## config.mk

```make
export PLATFORM = sky130hd
export DESIGN_NAME = elm_layer_ctrl
export DESIGN_NICKNAME = d
export VERILOG_FILES = /design/src/rtl/elm_layer_ctrl.sv
export SDC_FILE = /design/constraint.sdc
export NUM_CORES = 2
export LEC_CHECK = 0
export ABC_AREA = 0
export CAP_MARGIN = 40
export CORE_AREA = 2 2 448 450
export CTS_CLUSTER_SIZE = 8
export DETAILED_ROUTE_END_ITERATION = 12
export DIE_AREA = 0 0 450 452
export GPL_TIMING_DRIVEN = 0
export PLACE_DENSITY = 0.46
export RECOVER_POWER = 50
export SYNTH_ARGS = -nofsm -noshare
export SYNTH_HDL_FRONTEND = slang
export SYNTH_SLANG_ARGS = --single-unit
```

## constraint.sdc

```tcl
create_clock -name clk -period 6.05 [get_ports clk]
set_input_delay 1.21 -clock clk [delete_from_list [all_inputs] [get_ports clk]]
set_output_delay 1.21 -clock clk [all_outputs]
set_load 0.02 [all_outputs]
```

## src/rtl/elm_layer_ctrl.sv

```systemverilog
// Layer sequencer for an extreme-learning-machine hidden layer.
// Streams NUM_INPUT samples to all neurons and collects one result per neuron.
// It then drains the results in neuron order over a valid/ready handshake.
`ifndef dataWidth
`define dataWidth 16
`endif
`ifndef ROM_bitwidth
`define ROM_bitwidth 16
`endif

module elm_layer_ctrl #(
  parameter int NUM_INPUT  = 128,
  parameter int NUM_NEURON = 64,
  parameter int DW         = `dataWidth,
  parameter int OW         = `ROM_bitwidth,
  parameter int TIMEOUT    = 16,
  localparam int IW        = (NUM_NEURON > 1) ? $clog2(NUM_NEURON) : 1
) (
  input  logic                   clk,
  input  logic                   rst,
  input  logic                   start,
  input  logic [DW-1:0]          in_data,
  input  logic                   in_valid,
  output logic                   in_ready,
  output logic [DW-1:0]          neu_in,
  output logic                   neu_in_valid,
  input  logic [NUM_NEURON-1:0]  neu_outvalid,
  input  logic [NUM_NEURON*OW-1:0] neu_out,
  output logic [OW-1:0]          res_data,
  output logic [IW-1:0]          res_idx,
  output logic                   res_valid,
  input  logic                   res_ready,
  output logic                   busy,
  output logic                   done,
  output logic                   err_timeout
);

  localparam int CW = $clog2(NUM_INPUT + 1);
  localparam int TW = $clog2(TIMEOUT + 1);
  localparam logic [CW-1:0] IN_LAST  = CW'(NUM_INPUT - 1);
  localparam logic [CW-1:0] IN_MAX   = CW'(NUM_INPUT);
  localparam logic [TW-1:0] TO_LAST  = TW'(TIMEOUT - 1);
  localparam logic [TW-1:0] TO_MAX   = TW'(TIMEOUT);
  localparam logic [IW-1:0] IDX_LAST = IW'(NUM_NEURON - 1);

  typedef enum logic [2:0] {
    ST_IDLE  = 3'd0,
    ST_FEED  = 3'd1,
    ST_WAIT  = 3'd2,
    ST_DRAIN = 3'd3,
    ST_DONE  = 3'd4
  } state_t;

  state_t                 state_r, state_nxt_s;
  logic [CW-1:0]          in_cnt_r;
  logic [TW-1:0]          wait_cnt_r;
  logic [IW-1:0]          idx_r;
  logic [NUM_NEURON-1:0]  mask_r;
  logic [OW-1:0]          rbuf_r [NUM_NEURON];
  logic                   err_r;
  logic [DW-1:0]          neu_in_r;
  logic                   neu_in_valid_r;

  logic start_acc_s, accept_s, mask_full_s, capture_en_s, timeout_hit_s, res_fire_s;

  assign start_acc_s   = (state_r == ST_IDLE) && start;
  assign accept_s      = in_valid && in_ready;
  assign mask_full_s   = &mask_r;
  assign capture_en_s  = (state_r == ST_FEED) || (state_r == ST_WAIT);
  // Full mask has priority: a pass that completes never reports a timeout.
  assign timeout_hit_s = (state_r == ST_WAIT) && !mask_full_s && (wait_cnt_r >= TO_LAST);
  assign res_fire_s    = res_valid && res_ready;

  assign neu_in       = neu_in_r;
  assign neu_in_valid = neu_in_valid_r;
  assign err_timeout  = err_r;
  assign res_idx      = idx_r;

  // State register
  always_ff @(posedge clk or negedge rst) begin
    if (!rst) state_r <= ST_IDLE;
    else      state_r <= state_nxt_s;
  end

  // Next-state decode
  always_comb begin
    state_nxt_s = state_r;
    case (state_r)
      ST_IDLE:  if (start_acc_s) state_nxt_s = ST_FEED; else state_nxt_s = ST_IDLE;
      ST_FEED:  if (accept_s && (in_cnt_r == IN_LAST)) state_nxt_s = ST_WAIT;
                else state_nxt_s = ST_FEED;
      ST_WAIT:  if (mask_full_s || timeout_hit_s) state_nxt_s = ST_DRAIN;
                else state_nxt_s = ST_WAIT;
      ST_DRAIN: if (res_fire_s && (idx_r == IDX_LAST)) state_nxt_s = ST_DONE;
                else state_nxt_s = ST_DRAIN;
      ST_DONE:  state_nxt_s = ST_IDLE;
      default:  state_nxt_s = ST_IDLE;
    endcase
  end

  // Output decode from the registered state and result buffers
  always_comb begin
    in_ready  = 1'b0;
    busy      = 1'b1;
    res_valid = 1'b0;
    done      = 1'b0;
    case (state_r)
      ST_IDLE:  busy      = 1'b0;
      ST_FEED:  in_ready  = 1'b1;
      ST_WAIT:  busy      = 1'b1;
      ST_DRAIN: res_valid = 1'b1;
      ST_DONE:  done      = 1'b1;
      default:  busy      = 1'b0;
    endcase
    res_data = rbuf_r[idx_r];
  end

  // Input beat counter and one-cycle-latency broadcast to the neurons
  always_ff @(posedge clk or negedge rst) begin
    if (!rst) begin
      in_cnt_r       <= '0;
      neu_in_r       <= '0;
      neu_in_valid_r <= 1'b0;
    end else begin
      neu_in_valid_r <= accept_s;
      if (accept_s) neu_in_r <= in_data;
      else          neu_in_r <= neu_in_r;
      if (start_acc_s)                           in_cnt_r <= '0;
      else if (accept_s && (in_cnt_r != IN_MAX)) in_cnt_r <= in_cnt_r + CW'(1);
      else                                       in_cnt_r <= in_cnt_r;
    end
  end

  // First-response capture per neuron; later pulses for a captured neuron are dropped
  always_ff @(posedge clk or negedge rst) begin
    if (!rst) begin
      mask_r <= '0;
      for (int k = 0; k < NUM_NEURON; k++) rbuf_r[k] <= '0;
    end else if (start_acc_s) begin
      mask_r <= '0;
      for (int k = 0; k < NUM_NEURON; k++) rbuf_r[k] <= '0;
    end else if (capture_en_s) begin
      for (int k = 0; k < NUM_NEURON; k++) begin
        if (neu_outvalid[k] && !mask_r[k]) begin
          rbuf_r[k] <= neu_out[k*OW +: OW];
          mask_r[k] <= 1'b1;
        end else begin
          rbuf_r[k] <= rbuf_r[k];
          mask_r[k] <= mask_r[k];
        end
      end
    end else begin
      mask_r <= mask_r;
    end
  end

  // WAIT-phase cycle counter and sticky timeout flag
  always_ff @(posedge clk or negedge rst) begin
    if (!rst) begin
      wait_cnt_r <= '0;
      err_r      <= 1'b0;
    end else begin
      if (start_acc_s)                                         wait_cnt_r <= '0;
      else if ((state_r == ST_WAIT) && (wait_cnt_r != TO_MAX)) wait_cnt_r <= wait_cnt_r + TW'(1);
      else                                                     wait_cnt_r <= wait_cnt_r;
      if (start_acc_s)        err_r <= 1'b0;
      else if (timeout_hit_s) err_r <= 1'b1;
      else                    err_r <= err_r;
    end
  end

  // Drain index, advanced on each accepted result and held at the last neuron
  always_ff @(posedge clk or negedge rst) begin
    if (!rst)                                     idx_r <= '0;
    else if (start_acc_s)                         idx_r <= '0;
    else if (res_fire_s && (idx_r != IDX_LAST))   idx_r <= idx_r + IW'(1);
    else                                          idx_r <= idx_r;
  end

endmodule

```

After elaboration in Yosys (flattened, before gate mapping)
Index checks and enable logic that the tools add are counted.

storage, ports and cells
  input port bits = 1109
  word-level logic and storage cells = 579
  bits in registers = 1128

operators by class
  reduce and logical (&&, ||, !) cells = 277
  add/sub/neg operators = 3
  bitwise logic cells = 1
  order comparisons = 2
  eq/ne operators = 9
  multiplexer cells = 152

operators with widths
  cell                   count
  $mux W1024             2
  $mux W16               66
  $reduce_bool A2 Y1     69
  $mux W64               2
  $reduce_and A2 Y1      64
  $bmux W16 S6           1
  $logic_and A1 B1 Y1    74
  $mux W1                72
  $logic_not A1 Y1       65
  $reduce_and A64 Y1     1
  $mux W8                2
  $mux W6                2
  $pmux W3 S4            1
  $mux W5                2
  $add A8 B1 Y8 const B  1
  $eq A8 B7 Y1 const B   1
  $ne A8 B8 Y1 const B   1
  $ge A7 B7 Y1 const B   1
  $not A6 Y7             1
  $add A6 B1 Y6 const B  1
  $eq A3 B2 Y1 const B   2
  $eq A6 B6 Y1 const B   1
  $ne A6 B6 Y1 const B   1
  $add A5 B1 Y5 const B  1
  9 further kinds        10

Depth between registers and ports, before layout
  depth after elaboration = 7
  mapped depth = 10
  mapped depth without buffers = 7

Worst setup path after synthesis
OpenSTA, ideal clock, no wires.

  path type = flip-flop to output port
  start = reg idx_r[0] (netlist: res_idx[0])
  end = out res_data[10]
  buffers on the path = 5
  required time = 4840 ps
  data arrival time = 2268 ps
  stages on the path, launching flop included = 10
  path slack = 2572 ps
  cells stage by stage = dfrtp_1 buf_6 buf_8 buf_6 buf_6 nand2_1 buf_2 o22ai_1 nor3_1 o31ai_1

between the ends
  word-level cells in the longest chain between the ends = 4

ends and longest elaborated chain
  what                                          line  text
  start, declared                               57    logic [IW-1:0] idx_r;
  start signal, assigned                        176   else if (res_fire_s && (idx_r != IDX_LAST)) idx_r <= idx_r + IW'(1);
  start signal, assigned                        177   else idx_r <= idx_r;
  $not A6 Y7 (implied by the code)              115   res_data = rbuf_r[idx_r];
  $bmux W16 S6                                  115
  $mux W16 (implied by the code) (2 in series)  115
  end, declared                                 29    output logic [OW-1:0] res_data,

No other way between the ends. The select of a mux whose other input is x is not followed.

Worst setup path in the final report
  start = reg idx_r[1] (netlist: res_idx[1])
  end = out res_data[2]

Same word-level chain as after synthesis.

==> results.txt <==
The clock network latency to the later pin of the worst-skew pair is 0.83 ns. The worst reg-to-reg path cell count is 9. VDD sags by at most between 0.3 and 0.4 mV.

The buffer type at the clock tree root is sky130_fd_sc_hd__clkbuf_16. The number of instances in the placed design came out at around 9300. The count of input and output buffers is approximately 1200. The largest individual stage delay along the critical path comes from the cell sky130_fd_sc_hd__o211ai_1. In the final design database the tool counted just under 8000 nets. No sink is reached through more buffers than the 3 on the longest clock path. The total internal power came out at 0.0147 W. Among all flip-flop cells after synthesis, the most frequent one is sky130_fd_sc_hd__dfrtp_1. The number of search-and-repair iterations in the first detailed-routing pass came out at 5. The number of buffers and inverters on the critical path is 6. The run finished, with violations left. The maximum net fanout on the critical path is 10. The share of power burned in combinational logic came out at 0.140. The switching power is 0.00556 W. The pin count of the biggest net entering global routing came out at approximately 170. The worst endpoint required time came out at ~4.8 ns. For this design the static power due to leakage is approximately 34 nW. Across every metal layer, demand over resource in global routing totals 0.291. The clock skew is approximately 0.05 ns.

The number of pins exceeding their max-slew limit in the final report is 297. The proportion of layout cells with a drive suffix above 1 came out at 0.111. The post-layout minimum cycle time is about 6.0 ns.

Traced cell by cell, the critical path runs through buf_4 > buf_6 > buf_8 > buf_4 > buf_4 > mux4_2 > a22oi_1 > nand2_1 > o211ai_1 > o31ai_1 > clkdlybuf4s15_2. The share of async-settable or async-resettable flops after synthesis came out at 1.00. The number of enable flip-flop cells after synthesis came out at 0. The per-instance average area after synthesis came out at around 10 sq um.

The detailed-route wire length per cell is approximately 32 um. CTS saw about 1100 sinks. Measured against its own limit, the worst slew margin works out to -1.17.

The die outline height came out at roughly 450 um. Clock-pin slew was measured on the worst setup and hold paths at 0.06 ns. Of the total power, the share spent switching nets is 0.274. The total vias in the final route is a little under 50000. The number of violations of the max-capacitance limit is 4. The number of failing setup endpoints in the final timing report came out at 0. The worst register-to-register path ends at rbuf_r[20]$_DFFE_PN0P_. The gate count of the mapped netlist is ~5500. The checks that failed: max-capacitance violations, max-slew violations. The total DRC errors in the routed layout came out at 0. The number of H-tree branching levels is 4. In this run the worst setup path begins at res_idx[1]$_DFFE_PN0P_. The total of flip-flops plus latches after synthesis is about 1100. The detail-routed via count per cell came out at 5.18. The cell seen most often among critical-path stages is sky130_fd_sc_hd__buf_4.

Static timing analysis puts the maximum clock frequency at around 0.17 GHz. In this run, the number of DRC markers left after iteration 0 of detailed routing was 4860. The Yosys step of the flow raised 0 warnings. The peak per-stage delay on the critical path came out at around 0.43 ns. The first-pass GRT wire length came out at between 400 and 500 mm. The initial antenna violation count came out at 100. In this run, CTS created clock tree buffers numbering approximately 160. The initial core utilization came out at 0.276. The cell area after synthesis is ~55000 sq um. The worst hold-check slack is approximately 0.50 ns.

Following the worst setup path forward leads to its endpoint at res_data[2]. The number of unique standard cell types used by synthesis came out at 50. The share of total power dissipated in sequential elements is 0.440. The kind of end point of the critical path is a primary output.

The floorplan row count is roughly 160. The routability congestion estimate from global placement is 0.930. Relative to the synthesized area, the layout overhead comes to 36.0%.

The portion of the post-synthesis area used by sequential elements is 0.516. Once detail routing completed, the nets flagged for antenna violations numbered 0. The net count after synthesis is ~6600. The number of hold buffers added after CTS was 0. Grouping stages by cell kind, the critical path spends the most delay in buffers and inverters. The worst setup path is of the flop to primary output kind. Setup repair after global routing left no endpoint under its margin.

The proportion of power drawn by the clock network is 0.420. In this run the standard cell core region covers 199000 sq um. STA classifies the critical path startpoint as a flop. The post-DP HPWL is between 200 and 250 mm. Global routing finished with a remaining overflow of 0.

The register-to-register path setup slack is 1.41 ns. In this run the number of cells on the critical path is 11. The fraction of the cycle the final worst path needs came out at 0.988. The finished layout holds 9574 standard cells, fillers aside.

The via count of the first global-routing pass came out at about 51000. The full die area came out at about 200000 sq um. The tightest min-delay check is of the flop to flop type. TritonCTS built the clock tree. The hold violation count in the final report is 0.

At the worst endpoint, the arrival time is roughly 4.8 ns. The slew at the pin closest to its max-slew limit is roughly 3.3 ns. The die width came out at approximately 450 um. The final wirelength is around 300 mm.

At the end of the flow the core is filled with cells to 0.375. The beginning of the worst register-to-register path is state_r[2]$_DFF_PN0_. about 1200 I/O pins were placed. In this run the most critical hold path is launched from rbuf_r[860]$_DFFE_PN0P_.

The summed negative setup slack over all endpoints came out at 0 ns. Power spread over the standard cell area amounts to between 200 and 300 nW/um^2.
power groups by stage:
| stage | clock, W | sequential [W] | combinational (W) |
|---|---|---|---|
| floorplan | 0 | 0.00882 | 0.00118 |
| global placement | 0 | 0.00907 | 0.00281 |
| detailed placement | 0 | 0.00900 | 0.00286 |
| CTS | 0.00865 | 0.00889 | 0.00287 |
| global route | 0.00894 | 0.00899 | 0.00308 |
| finish | 0.00852 | 0.00891 | 0.00284 |
synthesized netlist by cell type, types with 15 or more instances:
cell type / n / area [sq um]
sky130_fd_sc_hd__nand2_1: 28 / 105
sky130_fd_sc_hd__nand3_1: 1027 / 5140
sky130_fd_sc_hd__clkbuf_1: 81 / 304
sky130_fd_sc_hd__o22ai_1: 32 / 200
sky130_fd_sc_hd__a22oi_1: 16 / 120
sky130_fd_sc_hd__o21ai_0: 242 / 1210
sky130_fd_sc_hd__nor3_1: 16 / 80.1
sky130_fd_sc_hd__mux4_2: 224 / 5040
sky130_fd_sc_hd__a22o_1: 16 / 140
sky130_fd_sc_hd__mux2_2: 64 / 721
sky130_fd_sc_hd__o21ai_1: 800 / 4000
sky130_fd_sc_hd__a221oi_1: 16 / 140
sky130_fd_sc_hd__mux4_1: 16 / 420
sky130_fd_sc_hd__inv_1: 1032 / 3870
sky130_fd_sc_hd__o211ai_1: 16 / 120
sky130_fd_sc_hd__buf_2: 207 / 1040
sky130_fd_sc_hd__nor2_1: 87 / 327
sky130_fd_sc_hd__nand4_1: 26 / 163
sky130_fd_sc_hd__mux2i_1: 49 / 490
sky130_fd_sc_hd__nand3b_1: 15 / 113
sky130_fd_sc_hd__dfrtp_1: 1128 / 28200
sky130_fd_sc_hd__nand3b_4: 50 / 1000
sky130_fd_sc_hd__o31ai_1: 17 / 128
sky130_fd_sc_hd__buf_1: 110 / 413
sky130_fd_sc_hd__a21oi_1: 86 / 430
per-stage QoR:
| step | cell area (sq um) | total power [W] | setup WS [ns] |
|---|---|---|---|
| after floorplan | 54800 | 0.00999 | 2.57 |
| after global placement | 69600 | 0.0119 | -51.33 |
| after detailed placement | 70100 | 0.0119 | -0.140 |
| after CTS | 74600 | 0.0204 | 0.0206 |
| after global routing | 74400 | 0.0210 | 0.0516 |
| final | 74500 | 0.0203 | 0.0746 |
cells by family (layout without fill, tap and decap cells):
kind of cell,Yosys count,count (layout),synth area share
and+or+nand+nor,1275,1275,0.130
other,0,61,0
muxes,353,353,0.122
xor gates and xnor gates,14,14,0.00224
buffers and inverters,1461,2834,0.109
AOI/OAI and AO/OA,1247,1247,0.119
adders and majority gates,6,6,0.00137
DFF,1128,1128,0.516
what timing repair did:
action	in CTS	in global routing
setup buffers	0	0
gates resized for setup	43	6
pin swaps	3	2
endpoints found under the setup margin	16	3
worst min path at each step:
| stage | end | slack [ns] | cells after the start |
|---|---|---|---|
| 6_report | rbuf_r[860]$_DFFE_PN0P_ | 0.50 | 2 |
| 5_1_grt | rbuf_r[833]$_DFFE_PN0P_ | 0.51 | 2 |
| 4_1_cts | rbuf_r[610]$_DFFE_PN0P_ | 0.35 | 1 |
| 3_5_place_dp | rbuf_r[833]$_DFFE_PN0P_ | 0.49 | 2 |
| 3_3_place_gp | rbuf_r[726]$_DFFE_PN0P_ | 0.48 | 2 |
| 2_1_floorplan | rbuf_r[720]$_DFFE_PN0P_ | 0.46 | 2 |
layout make-up:
class,count,area [sq um]
Timing Repair Buffer,1179,11900
Sequential cell,1128,28200
Fill cell,20400,124000
Clock buffer,179,4220
Tap cell,2656,3320
Buffer,429,2020
Multi-Input combinational cell,2895,20500
Antenna cell,61,153
Inverter,1032,3870
Clock inverter,15,259
placed cells by master, fill, tap and decap left out, drive strengths merged, types with 3 or more instances in the layout:
cell type | Yosys | final
clkdlybuf4s50 | 0 | 1133
dfrtp | 1128 | 1128
o21ai | 1042 | 1042
inv | 1032 | 1035
nand3 | 1027 | 1027
buf | 348 | 333
clkbuf | 81 | 304
mux4 | 240 | 240
nor2 | 87 | 87
a21oi | 86 | 86
nand3b | 65 | 65
mux2 | 64 | 64
diode | 0 | 61
mux2i | 49 | 49
o22ai | 32 | 32
nand2 | 28 | 28
nand4 | 26 | 26
o31ai | 17 | 17
a22o | 16 | 16
nor3 | 16 | 16
a221oi | 16 | 16
o211ai | 16 | 16
a22oi | 16 | 16
dlygate4sd2 | 0 | 14
xor2 | 11 | 11
clkinv | 0 | 11
ha | 6 | 6
and2 | 4 | 4
nor4 | 4 | 4
xnor2 | 3 | 3
worst min-delay path: cells and delay by family, from the launching register on:
kind / cells / cell delay, ns
flip-flops: 1 / 0.33
AO/OA/AOI/OAI: 1 / 0.07
AND/OR/NAND/NOR: 1 / 0.06
registers in the layout, summed over array words and instances (netlist names):
register      cells
err_timeout       1
in_cnt_r          8
mask_r           64
neu_in           16
neu_in_valid      1
rbuf_r         1024
res_idx           6
state_r           3
wait_cnt_r        5
per-layer routing:
| layer | part of all wire | track usage | up-vias |
|---|---|---|---|
| li1 | - | - | 21500 |
| met4 | 0.049 | 0.150 | 28 |
| met2 | 0.48 | 0.472 | 2060 |
| met1 | 0.40 | 0.367 | 25600 |
| met3 | 0.067 | 0.0613 | 442 |
| met5 | 0.00054 | 0 | - |
No activity file was read; power rests on OpenSTA's default activity.
